`src/rtl/alu_pkg.sv`:
```
// Shared types and constants for the ALU sequencer and its instruction store.
package alu_pkg;

    localparam int OPW = 4;
    localparam int DW  = 8;

    localparam logic [OPW-1:0] OP_ADD = 4'b0000;
    localparam logic [OPW-1:0] OP_SHL = 4'b0110;
    localparam logic [OPW-1:0] OP_AND = 4'b1000;
    localparam logic [OPW-1:0] OP_NOP = 4'b1111;

    // One stored instruction: chain selects the previous result as operand A.
    typedef struct packed {
        logic           chain;
        logic [OPW-1:0] opcode;
        logic [DW-1:0]  a;
        logic [DW-1:0]  b;
    } instr_t;

    typedef enum logic [1:0] {
        IDLE    = 2'd0,
        ISSUE   = 2'd1,
        WAIT    = 2'd2,
        CAPTURE = 2'd3
    } seq_state_t;

endpackage

```
`src/rtl/alu_prog_mem.sv`:
```
// Instruction store: register array with one synchronous write port and one
// asynchronous read port. Contents are deliberately not reset.
module alu_prog_mem
    import alu_pkg::*;
#(
    parameter int DEPTH = 16,
    parameter int IW    = 1 + OPW + 2 * DW
) (
    input  logic                     clk_i,
    input  logic                     we_i,
    input  logic [$clog2(DEPTH)-1:0] waddr_i,
    input  logic [IW-1:0]            wdata_i,
    input  logic [$clog2(DEPTH)-1:0] raddr_i,
    output logic [IW-1:0]            rdata_o
);

    logic [IW-1:0] mem_q [DEPTH];

    // Write the addressed slot on the rising edge when enabled.
    always_ff @(posedge clk_i) begin
        if (we_i) begin
            mem_q[waddr_i] <= wdata_i;
        end
    end

    assign rdata_o = mem_q[raddr_i];

endmodule

```
`src/rtl/alu_sequencer.sv`:
```
// Programmable initiator for a clocked ALU: issues stored {A, B, opcode}
// instructions, waits the ALU latency, and presents each captured result.
// Optional chaining feeds the previous result back in as operand A.
module alu_sequencer
    import alu_pkg::*;
#(
    parameter int W       = 8,
    parameter int DEPTH   = 16,
    parameter int ALU_LAT = 1
) (
    input  logic                     clk,
    input  logic                     rst_n,
    input  logic                     prog_we,
    input  logic [$clog2(DEPTH)-1:0] prog_addr,
    input  logic [OPW+2*W:0]         prog_data,
    input  logic                     start,
    input  logic [$clog2(DEPTH):0]   len,
    output logic                     busy,
    output logic                     done,
    output logic                     err,
    output logic [W-1:0]             alu_a,
    output logic [W-1:0]             alu_b,
    output logic [OPW-1:0]           alu_opcode,
    input  logic [W-1:0]             alu_out,
    output logic                     res_valid,
    output logic [W-1:0]             res_data,
    output logic [$clog2(DEPTH)-1:0] res_idx
);

    localparam int AW = $clog2(DEPTH);
    localparam int IW = 1 + OPW + 2 * W;
    localparam int CW = (ALU_LAT > 1) ? $clog2(ALU_LAT) : 1;

    localparam logic [AW:0]   MAX_LEN  = (AW + 1)'(DEPTH);
    localparam logic [AW:0]   LEN_ONE  = (AW + 1)'(1);
    localparam logic [AW-1:0] PTR_ONE  = AW'(1);
    localparam logic [CW-1:0] CNT_ONE  = CW'(1);
    localparam logic [CW-1:0] CNT_LOAD = CW'(ALU_LAT - 1);

    seq_state_t     state_q, state_d;
    logic [AW-1:0]  ptr_q;
    logic [AW:0]    len_q;
    logic [W-1:0]   last_res_q;
    logic [CW-1:0]  cnt_q;
    logic [W-1:0]   alu_a_q, alu_b_q;
    logic [OPW-1:0] alu_op_q;
    logic           err_q, err_d;

    logic [IW-1:0]  instr;
    logic           instr_chain;
    logic [OPW-1:0] instr_op;
    logic [W-1:0]   instr_a, instr_b;
    logic           len_ok;
    logic           last_instr;
    logic           mem_we;

    // Writes are only honoured while idle, so a run never sees its program change.
    assign mem_we = prog_we && (state_q == IDLE);

    alu_prog_mem #(
        .DEPTH (DEPTH),
        .IW    (IW)
    ) u_mem (
        .clk_i   (clk),
        .we_i    (mem_we),
        .waddr_i (prog_addr),
        .wdata_i (prog_data),
        .raddr_i (ptr_q),
        .rdata_o (instr)
    );

    assign instr_chain = instr[IW-1];
    assign instr_op    = instr[IW-2 -: OPW];
    assign instr_a     = instr[2*W-1 -: W];
    assign instr_b     = instr[W-1:0];

    assign len_ok     = (len != '0) && (len <= MAX_LEN);
    assign last_instr = ({1'b0, ptr_q} == (len_q - LEN_ONE));

    // State register.
    always_ff @(posedge clk or negedge rst_n) begin
        if (!rst_n) begin
            state_q <= IDLE;
        end else begin
            state_q <= state_d;
        end
    end

    // Next-state decode and illegal-request detection.
    always_comb begin
        state_d = state_q;
        err_d   = 1'b0;
        case (state_q)
            IDLE: begin
                if (start) begin
                    if (len_ok) state_d = ISSUE;
                    else        err_d   = 1'b1;
                end
            end
            ISSUE: begin
                state_d = WAIT;
                err_d   = start || prog_we;
            end
            WAIT: begin
                if (cnt_q == '0) state_d = CAPTURE;
                err_d = start || prog_we;
            end
            CAPTURE: begin
                state_d = last_instr ? IDLE : ISSUE;
                err_d   = start || prog_we;
            end
            default: state_d = IDLE;
        endcase
    end

    // Moore output decode; the result path is transparent from the ALU in CAPTURE.
    always_comb begin
        busy      = 1'b0;
        done      = 1'b0;
        res_valid = 1'b0;
        res_data  = '0;
        res_idx   = '0;
        if (state_q != IDLE) busy = 1'b1;
        if (state_q == CAPTURE) begin
            res_valid = 1'b1;
            res_data  = alu_out;
            res_idx   = ptr_q;
            done      = last_instr;
        end
    end

    // Sequencing datapath: pointer, latched length, wait counter, ALU operands.
    always_ff @(posedge clk or negedge rst_n) begin
        if (!rst_n) begin
            ptr_q      <= '0;
            len_q      <= '0;
            last_res_q <= '0;
            cnt_q      <= '0;
            alu_a_q    <= '0;
            alu_b_q    <= '0;
            alu_op_q   <= '0;
            err_q      <= 1'b0;
        end else begin
            err_q <= err_d;
            case (state_q)
                IDLE: begin
                    if (start && len_ok) begin
                        ptr_q      <= '0;
                        last_res_q <= '0;
                        len_q      <= len;
                    end
                end
                ISSUE: begin
                    alu_op_q <= instr_op;
                    alu_b_q  <= instr_b;
                    alu_a_q  <= instr_chain ? last_res_q : instr_a;
                    cnt_q    <= CNT_LOAD;
                end
                WAIT: begin
                    if (cnt_q != '0) cnt_q <= cnt_q - CNT_ONE;
                end
                CAPTURE: begin
                    last_res_q <= alu_out;
                    if (!last_instr) ptr_q <= ptr_q + PTR_ONE;
                end
                default: ;
            endcase
        end
    end

    assign alu_a      = alu_a_q;
    assign alu_b      = alu_b_q;
    assign alu_opcode = alu_op_q;
    assign err        = err_q;

endmodule

```
`config.mk`:
```
export PLATFORM = sky130hd
export DESIGN_NAME = alu_sequencer
export DESIGN_NICKNAME = d
export VERILOG_FILES = /design/src/rtl/alu_pkg.sv /design/src/rtl/alu_prog_mem.sv /design/src/rtl/alu_sequencer.sv
export SDC_FILE = /design/constraint.sdc
export NUM_CORES = 1
export LEC_CHECK = 0
export ABC_AREA = 1
export CELL_PAD_IN_SITES_DETAIL_PLACEMENT = 0
export CELL_PAD_IN_SITES_GLOBAL_PLACEMENT = 1
export CORE_AREA = 5 5 278 253
export DETAILED_ROUTE_END_ITERATION = 8
export DIE_AREA = 0 0 283 258
export PLACE_DENSITY = 0.58
export RECOVER_POWER = 25
export SYNTH_ARGS = -nofsm -noshare
export SYNTH_HDL_FRONTEND = slang
export SYNTH_HIERARCHICAL = 1
export SYNTH_SLANG_ARGS = --single-unit
```
`constraint.sdc`:
```
create_clock -name clk -period 2.7 [get_ports clk]
set_input_delay 0.27 -clock clk [delete_from_list [all_inputs] [get_ports clk]]
set_output_delay 0.27 -clock clk [all_outputs]
set_load 0.01 [all_outputs]
```
==> impl_metrics.tcl <==
set metrics [dict create \
    clock_skew_ns 0.0238 \
    critical_path_arrival_ns 2.20 \
    core_sq_um 67500 \
    postSynthCellCount 1631 \
    finalSetupViolCount 0 \
    antenna_violations_before_repair 1 \
    wire_length_of_the_first_global_routing_pass_mm 67.6 \
    ctsRootBufferMaster "clkbuf_16" \
    drive_gt1_share_pct 8.26 \
    first_pass_iters 5 \
    cts-root-to-sink-buffers 3 \
    tightest_slew_ns 1.06 \
    fin_crit_sh_pct 91.6 \
    synth-edff-count 336 \
    timing.hold.ws_ns 0.290 \
    ys_async_sr_fraction_pct 10.6 \
    synth.distinct_cells 32 \
    run_status "finished, final reports clean" \
    timing.setup.tns_ns 0 \
    start_util_pct 24.5 \
    finalWorstPathRequiredPeriod_ns 2.47 \
    avgViaCountPerCell 4.18 \
    num_vias 11032 \
    grt.total_usage_pct 11.9 \
    critPathRequiredTime_ns 2.43 \
    power_density_nw_per_um2 938 \
    num-nets-final 1772 \
    cts_htree_levels 2 \
    synth_top_cells_by_area "edfxtp_1 (61%), nand2_1 (12%), nand3_1 (8.1%), inv_1 (6.5%), dfrtp_1 (6.0%)" \
    report.final.slew_viol_count 0 \
    drt_iter0_drcs 889 \
    worstSkewPairLatency_ns 0.58 \
    leakage_nw 8.36 \
    largest_voltage_drop_on_the_vdd_net_v 0.000477 \
    flops_latches_synth 376 \
    yosysTopAreaCell "edfxtp_1" \
    rows 91 \
    detail_route.wirelength_mm 44.2 \
    worst-path-buf-inv 3 \
    clk_transition_reported_paths_ns 0.06 \
    grt.overflow.total 0 \
    antenna-diode-count 0 \
    yosysSeqAreaShare_pct 66.9 \
    syn_to_final_growth_pct 20.0 \
    syn_nets 1678 \
    fmax_ghz 0.404 \
    grt_max_degree 88 \
    synthesis.yosys.warnings 6 \
    layout.filler_cells 6948 \
    io_buffers 77 \
    num_io_pins 78 \
    wl_per_cell_microns 16.8 \
    max_cap_violations 0 \
    timing.setup.critical_path_class "reg2out" \
    dp.cells 2561 \
    syn_area_per_cell_sq_um 10.2 \
    worst_path_max_delay_cell "clkdlybuf4s50_1" \
    netlist.area_leader.share_pct 60.9 \
    cp_cell_sequence "ha_2 > buf_4 > nand2_1 > inv_1 > clkdlybuf4s50_1" \
    critPathMaxFanout 11 \
    ys_dominant_reg_cell "edfxtp_1" \
    chipHeight_microns 258 \
    number_of_clock_sinks_seen_by_cts 376 \
    die_x_microns 283 \
    tritoncts "yes" \
    final_core_util_pct 29.4 \
    min_path_type "in2reg" \
    final_hold_vios 0 \
    final_ant_viol_nets 0 \
    commonest_non_fill_non_tap_cell_in_the_layout "nand2_1" \
    slew_headroom_pct 29.6 \
    cts_made_buffers 42 \
    grt_pass1_vias 10859 \
    start_kind "flop" \
    cp_top_family "buffers and inverters" \
    cpPeakStageDelay_ns 0.54 \
    synth_area_sq_um 16600 \
    post-route-drc-count 0 \
    cp-end-kind "output pin" \
    final_cell_count_no_fill 2639 \
    hpwl_mm 26.2 \
    gp_congestion 0.751 \
    rsz0062_at_grt "no" \
    most_frequent_cells_in_the_layout "nand2_1 (534), edfxtp_1 (336), inv_1 (285)" \
    dieArea_sq_um 73000 \
]
synthesized netlist by cell type, types with 3 or more instances:
master / number
nor2_1: 35
clkinv_1: 3
clkbuf_1: 14
mux2_1: 4
a31oi_1: 8
buf_2: 36
nand2_1: 534
dfrtp_1: 40
inv_1: 285
nand3_1: 269
ha_1: 5
nand3b_1: 3
buf_4: 8
mux2_2: 8
edfxtp_1: 336
buf_6: 13
a21oi_1: 4
o21ai_1: 4
buf_1: 4
inv_2: 4
final timing paths:
check / endpoint / slack (ns) / depth (start not counted) / from
max in group asynchronous: alu_b[7] / 1.31 / 3 / rst_n
min: len_q[1] / 0.29 / 3 / len[1]
max reg2reg: u_mem/mem_q[12][19] / 0.38 / 7 / state_q[0]
max: res_data[7] / 0.23 / 5 / state_q[0]
min reg2reg: alu_b[5] / 0.50 / 1 / alu_b[5]
min in group asynchronous: alu_opcode[2] / 0.40 / 2 / rst_n
metrics by stage:
| step | setup WS, ns | instance area, sq um | power (mW) |
|---|---|---|---|
| 2_1_floorplan | 0.319 | 16600 | 11.2 |
| 3_3_place_gp | 0.438 | 18500 | 13.3 |
| 3_5_place_dp | 0.381 | 18500 | 13.3 |
| 4_1_cts | 0.0291 | 19900 | 19.0 |
| 5_1_grt | 0.0888 | 19900 | 19.9 |
| 6_report | 0.226 | 19900 | 18.7 |
power breakdown:
group / internal, mW / switching (mW)
logic: 2.10 / 3.89
registers: 6.74 / 0.312
clock network: 3.28 / 2.33
total: 12.1 / 6.54
sequential cells by signal (all words and copies together), names as in the netlist:
name and count:
u_mem/mem_q 336, alu_a 8, alu_b 8, last_res_q 8, len_q 5, alu_opcode 4
ptr_q 4, state_q 2, err 1
kinds of logic after synthesis:
family | share of synthesized area (%)
muxes | 0.816
AOI/OAI and AO/OA | 0.695
adders and majority gates | 0.378
and+or+nand+nor | 21.6
xor gates and xnor gates | 0.106
DFF | 66.9
buffers and inverters | 9.48
worst reg2reg max path: stages, from the launching register on:
cell and delay, ns:
dfrtp_1 0.42, inv_1 0.10, ha_1 0.31, nand2_1 0.19
inv_1 0.15, nand3_1 0.29, nor2_4 0.21, buf_4 0.31
repair_timing:
| item | 4_1_cts | 5_1_grt |
|---|---|---|
| setup buffers | 2 | 0 |
| endpoints found under the hold margin | 14 | 0 |
| hold buffers | 1 | 0 |
| gates resized for setup | 0 | 2 |
| setup endpoints to repair | 1 | 9 |
routing by layer:
| layer | routed length, microns | global-route usage, % | up-vias | share of wire, % |
|---|---|---|---|---|
| met5 | 0 | 0 | - | 0 |
| met4 | 996 | 3.48 | 0 | 2.3 |
| met3 | 1770 | 1.71 | 59 | 4.0 |
| met2 | 20300 | 19.3 | 227 | 46 |
| met1 | 21200 | 16.8 | 5316 | 48 |
| li1 | - | - | 5430 | - |
area by class of cell:
class / instances / area (sq um) / area share, %
Clock inverter: 20 / 204 / 1.03
Clock buffer: 55 / 1140 / 5.73
Sequential cell: 376 / 11100 / 55.8
Inverter: 293 / 1100 / 5.55
Tap cell: 883 / 1100 / 5.56
Timing Repair Buffer: 126 / 1260 / 6.35
Multi-Input combinational cell: 886 / 3970 / 19.9
No activity file was read; power rests on OpenSTA's default activity.
==> patch 1 (same flow settings) <==
Add an input register stage for `start`, with the module's reset; this delays it by one clock. The other inputs are not delayed to match.
--- a/src/rtl/alu_sequencer.sv
+++ b/src/rtl/alu_sequencer.sv
@@ -36,6 +36,16 @@
     localparam logic [AW-1:0] PTR_ONE  = AW'(1);
     localparam logic [CW-1:0] CNT_ONE  = CW'(1);
     localparam logic [CW-1:0] CNT_LOAD = CW'(ALU_LAT - 1);
+
+    logic start_q;
+
+    always_ff @(posedge clk or negedge rst_n) begin
+        if (!rst_n) begin
+            start_q <= '0;
+        end else begin
+            start_q <= start;
+        end
+    end
 
     seq_state_t     state_q, state_d;
     logic [AW-1:0]  ptr_q;
@@ -92,22 +102,22 @@
         err_d   = 1'b0;
         case (state_q)
             IDLE: begin
-                if (start) begin
+                if (start_q) begin
                     if (len_ok) state_d = ISSUE;
                     else        err_d   = 1'b1;
                 end
             end
             ISSUE: begin
                 state_d = WAIT;
-                err_d   = start || prog_we;
+                err_d   = start_q || prog_we;
             end
             WAIT: begin
                 if (cnt_q == '0) state_d = CAPTURE;
-                err_d = start || prog_we;
+                err_d = start_q || prog_we;
             end
             CAPTURE: begin
                 state_d = last_instr ? IDLE : ISSUE;
-                err_d   = start || prog_we;
+                err_d   = start_q || prog_we;
             end
             default: state_d = IDLE;
         endcase
@@ -144,7 +154,7 @@
             err_q <= err_d;
             case (state_q)
                 IDLE: begin
-                    if (start && len_ok) begin
+                    if (start_q && len_ok) begin
                         ptr_q      <= '0;
                         last_res_q <= '0;
                         len_q      <= len;
Formal check against the unedited RTL: not equivalent (a bounded check fails within 4 cycles, from zero or initial values and one cycle with rst_n low).
==> patch 1 against the unedited design <==
- synthesized area grew 0.36%
- non-clock buffer count grew 16
- critical path depth grew 4
- routed wire length grew 1.8%
- worst setup slack lost 0.015 ns
- sequential cell count grew 1
- count of clock-buffer cells in the layout shrank 8
- final area grew 0.57%
- worst hold slack lost 0.0013 ns
- maximum frequency shrank 0.59%
Power is not compared: it rests on default switching activity, and its combinational part moved more than twofold at a synthesized area within 25%.
==> patch 1: results (changes against the unedited design) <==
Worst setup path
  • Max Fanout on Critical Path: 6 (-5)
  • Worst R2R Path Depth: 8 (+1)
  • Critical Path AT: 2.22 ns (+0.02 ns)

Synthesis
  • Sequential share of the synthesized area: 66.8% (-0.091 points)
  • Synth cell count leaders: 514 x nand2_1, 336 x edfxtp_1, 302 x inv_1, 264 x nand3_1, 41 x dfrtp_1
  • Post-synthesis net count: 1680 (+0.12%)
  • Post-synth ARST share: 10.9% (+0.24 points)
  • Proportion of synthesized area in mux cells: 0.813% (-0.0029 points)
  • Compound-Gate Fraction of Synth Area: 1.33% (+0.64 points)
  • Count of cell types in the netlist: 36 (+13%)

Layout
  • Area Growth Syn to Fin: 20.2%
  • Comb_multi_in: 872 (-1.6%)
  • Layout clock buffers: 47 (-15%)
  • Area occupied by multi-input gates: 3930 um^2 (-0.95%)
  • Seq/total area: 55.6% (-0.19 points)
  • # nets final: 1786 (+0.79%)
  • Layout cells sized above 1: 9.38% (+1.1 points)
  • Inverter count: 306 (+4.4%)
  • Signal buf overhead: 6.90% (+0.55 points)
  • Non-CTS buffers: 142 (+13%)

Clock tree
  • Num Clock Sinks: 377 (+0.27%)
  • PostCTS Resize Cnt: 1 (+1)
  • Post-CTS Setup Repair Bufs: 4 (+2)
  • Total CTS buffers: 40 (-4.8%)

Placement
  • Placed Cells: 2574 (+0.51%)
  • Placement Setup Slack: 0.472 ns (+0.0911 ns)

STA
  • Clk_skew: 0.0163 ns (-0.00744 ns)
  • Worst hold slack: 0.289 ns (-0.00129 ns)

Route
  • WL final: 45.1 mm (+1.8%)
  • Initial detailed-routing violation count: 703 (-21%)

Worst hold path
  • Hold Crit Depth: 1 (-2)

Global routing
  • First-pass GRT wire length: 69.1 mm (+2.2%)
  • Total track usage: 12.2% (+0.21 points)
  • Largest net degree at the start of global routing: 92 (+4.5%)

Run status
  • Status: completed
==> patch 1: metal layers <==
layer,up-vias,track usage [%],wire length [um]
li1,5457,-,-
met1,5337,17.8,22400
met3,61,2.37,2300
met2,238,18.9,19600
met5,-,0,41
met4,6,2.27,707
==> patch 1: final timing paths <==
| kind | endpoint | from |
|---|---|---|
| max | done | len_q[0] |
| min | start_q | start |
| max reg2reg | alu_b[4] | ptr_q[0] |
| min reg2reg | alu_opcode[3] | alu_opcode[3] |
| max in group asynchronous | alu_b[1] | rst_n |
| min in group asynchronous | alu_opcode[2] | rst_n |
==> patch 1: critical path, cell delays in order, from the launching register on <==
cell           delay (ns)
dfrtp_1              0.39
inv_4                0.05
ha_1                 0.23
or2_1                0.25
nand3_1              0.07
nand2_1              0.08
nor2_4               0.14
nand3_4              0.12
inv_1                0.07
dlygate4sd2_1        0.26
==> patch 2 (same flow settings) <==
Without the edit above. Change the parameter `ALU_LAT` from 1 to 2.
--- a/src/rtl/alu_sequencer.sv
+++ b/src/rtl/alu_sequencer.sv
@@ -6,7 +6,7 @@
 #(
     parameter int W       = 8,
     parameter int DEPTH   = 16,
-    parameter int ALU_LAT = 1
+    parameter int ALU_LAT = 2
 ) (
     input  logic                     clk,
     input  logic                     rst_n,
Formal check against the unedited RTL: not equivalent (a bounded check fails within 4 cycles, from zero or initial values and one cycle with rst_n low).
==> patch 2 against the unedited design <==
- sequential cell count grew 1
- count of clock-buffer cells in the layout grew 3
- worst setup slack gained 0.0078 ns
- critical path depth grew 5
- worst hold slack gained 0.044 ns
- sequential share of layout area shrank 0.38 points
- synthesized area grew 0.39%
- maximum frequency grew 0.32%
- routed wire length grew 4.4%
- final area grew 0.91%
- critical path type unchanged
Power is not compared: it rests on default switching activity, and its combinational part moved more than twofold at a synthesized area within 25%.
==> patch 2: results (changes against the unedited design) <==
Worst setup path
  • Slowest CP cell: dfrtp_1
  • Max Fanout on Critical Path: 5 (-6)
  • Crit-path max cell delay: 0.38 ns (-0.16 ns)
  • Cell family with most CP delay: simple AND/OR/NAND/NOR gates

Placement
  • GPL Wtd Cong: 0.753 (+0.31%)
  • Placed Instance Area: 18800 um^2 (+1.3%)
  • Placed Cells: 2578 (+0.66%)
  • Detail Placement HPWL: 28.5 mm (+8.5%)

Global routing
  • Initial antenna violation count: 4 (+3)
  • Vias in the first global route: 11215 (+3.3%)
  • Met1 Resource Use GR: 16.2% (-0.65 points)
  • Met2 global-route usage: 21.8% (+2.5 points)
  • Routing usage on met3: 1.68% (-0.035 points)
  • Largest net degree at the start of global routing: 70 (-20%)
  • First-pass GRT wire length: 70.7 mm (+4.5%)
  • Total track usage: 12.5% (+0.58 points)

Route
  • Vias: 11121 (+0.81%)
  • WL final: 46.2 mm (+4.4%)
  • Vias per cell: 4.18 (about the same)
  • Highest Signal Layer: met5
  • Met3 WL: 1.46 mm (-17%)
  • Routed length on met2: 22.6 mm (+12%)
  • Initial detailed-routing violation count: 666 (-25%)

Layout
  • Biggest register: u_mem/mem_q
  • Max reg flops: 336 (unchanged)
  • Layout cells sized above 1: 9.02% (+0.77 points)
  • Fill cell count: 6922 (-0.37%)
  • # nets final: 1789 (+0.96%)

STA
  • Slew @ Worst Pin: 1.38 ns (+0.328 ns)
  • Clk_skew: 0.0151 ns (-0.00863 ns)

Synthesis
  • Cells after Synth: 1635 (+0.25%)
  • Post-synth ARST share: 10.9% (+0.24 points)
  • Count of cell types in the netlist: 31 (-3.1%)
  • Post-synthesis net count: 1683 (+0.30%)
  • Synth top area cells: edfxtp_1 61%, nand2_1 12%, nand3_1 8.2%
  • Synth cell count leaders: 530 x nand2_1, 336 x edfxtp_1, 287 x inv_1, 271 x nand3_1, 41 x dfrtp_1

Clock tree
  • PostCTS Resize Cnt: 1 (+1)
  • Post-CTS Setup Repair Bufs: 1 (-1)

Run status
  • Status: completed

Pwr
  • VDD IR max: 0.383 mV
[patch 2: tightest hold or removal path, stage by stage]
cell and delay (ns):
clkdlybuf4s50_1 0.39, inv_1 0.08, o21ai_0 0.09
[patch 2: area by class of cell]
| type | instances | area [um^2] | share of cell area [%] |
|---|---|---|---|
| Inverter | 290 | 1090 | 5.44 |
| Clock buffer | 58 | 1190 | 5.94 |
| Sequential cell | 377 | 11100 | 55.5 |
| Antenna cell | 2 | 5.00 | 0.0250 |
| Multi-Input combinational cell | 892 | 4050 | 20.2 |
| Tap cell | 883 | 1100 | 5.51 |
| Clock inverter | 18 | 92.6 | 0.462 |
| Timing Repair Buffer | 138 | 1400 | 6.97 |
[patch 2: cells by family after synthesis]
kind of cell / after synthesis / share of synthesized area, %
XOR/XNOR: 2 / 0.105
AO/OA/AOI/OAI: 19 / 0.647
buffers and inverters: 366 / 9.39
flip-flops: 377 / 66.8
adder cells (fa/ha/maj): 6 / 0.451
AND/OR/NAND/NOR: 853 / 21.8
multiplexers: 12 / 0.812
[patch 2: through the flow]
| step | setup WS, ns | total power [mW] |
|---|---|---|
| final | 0.234 | 14.0 |
| after global placement | 0.352 | 8.72 |
| after detailed placement | 0.448 | 8.74 |
| after CTS | 0.0249 | 14.2 |
| after global routing | 0.0928 | 14.6 |
| after floorplan | 0.326 | 7.90 |
[patch 2: worst paths after layout]
kind | startpoint | end | slack [ns] | depth (start not counted)
hold reg to reg | len_q[1] | len_q[1] | 0.49 | 2
hold / removal | len[1] | len_q[1] | 0.33 | 3
max in group asynchronous | rst_n | ptr_q[0] | 1.13 | 2
setup / recovery | len_q[1] | done | 0.23 | 10
setup reg to reg | state_q[0] | u_mem/mem_q[9][2] | 0.49 | 7
min in group asynchronous | rst_n | last_res_q[2] | 0.56 | 2
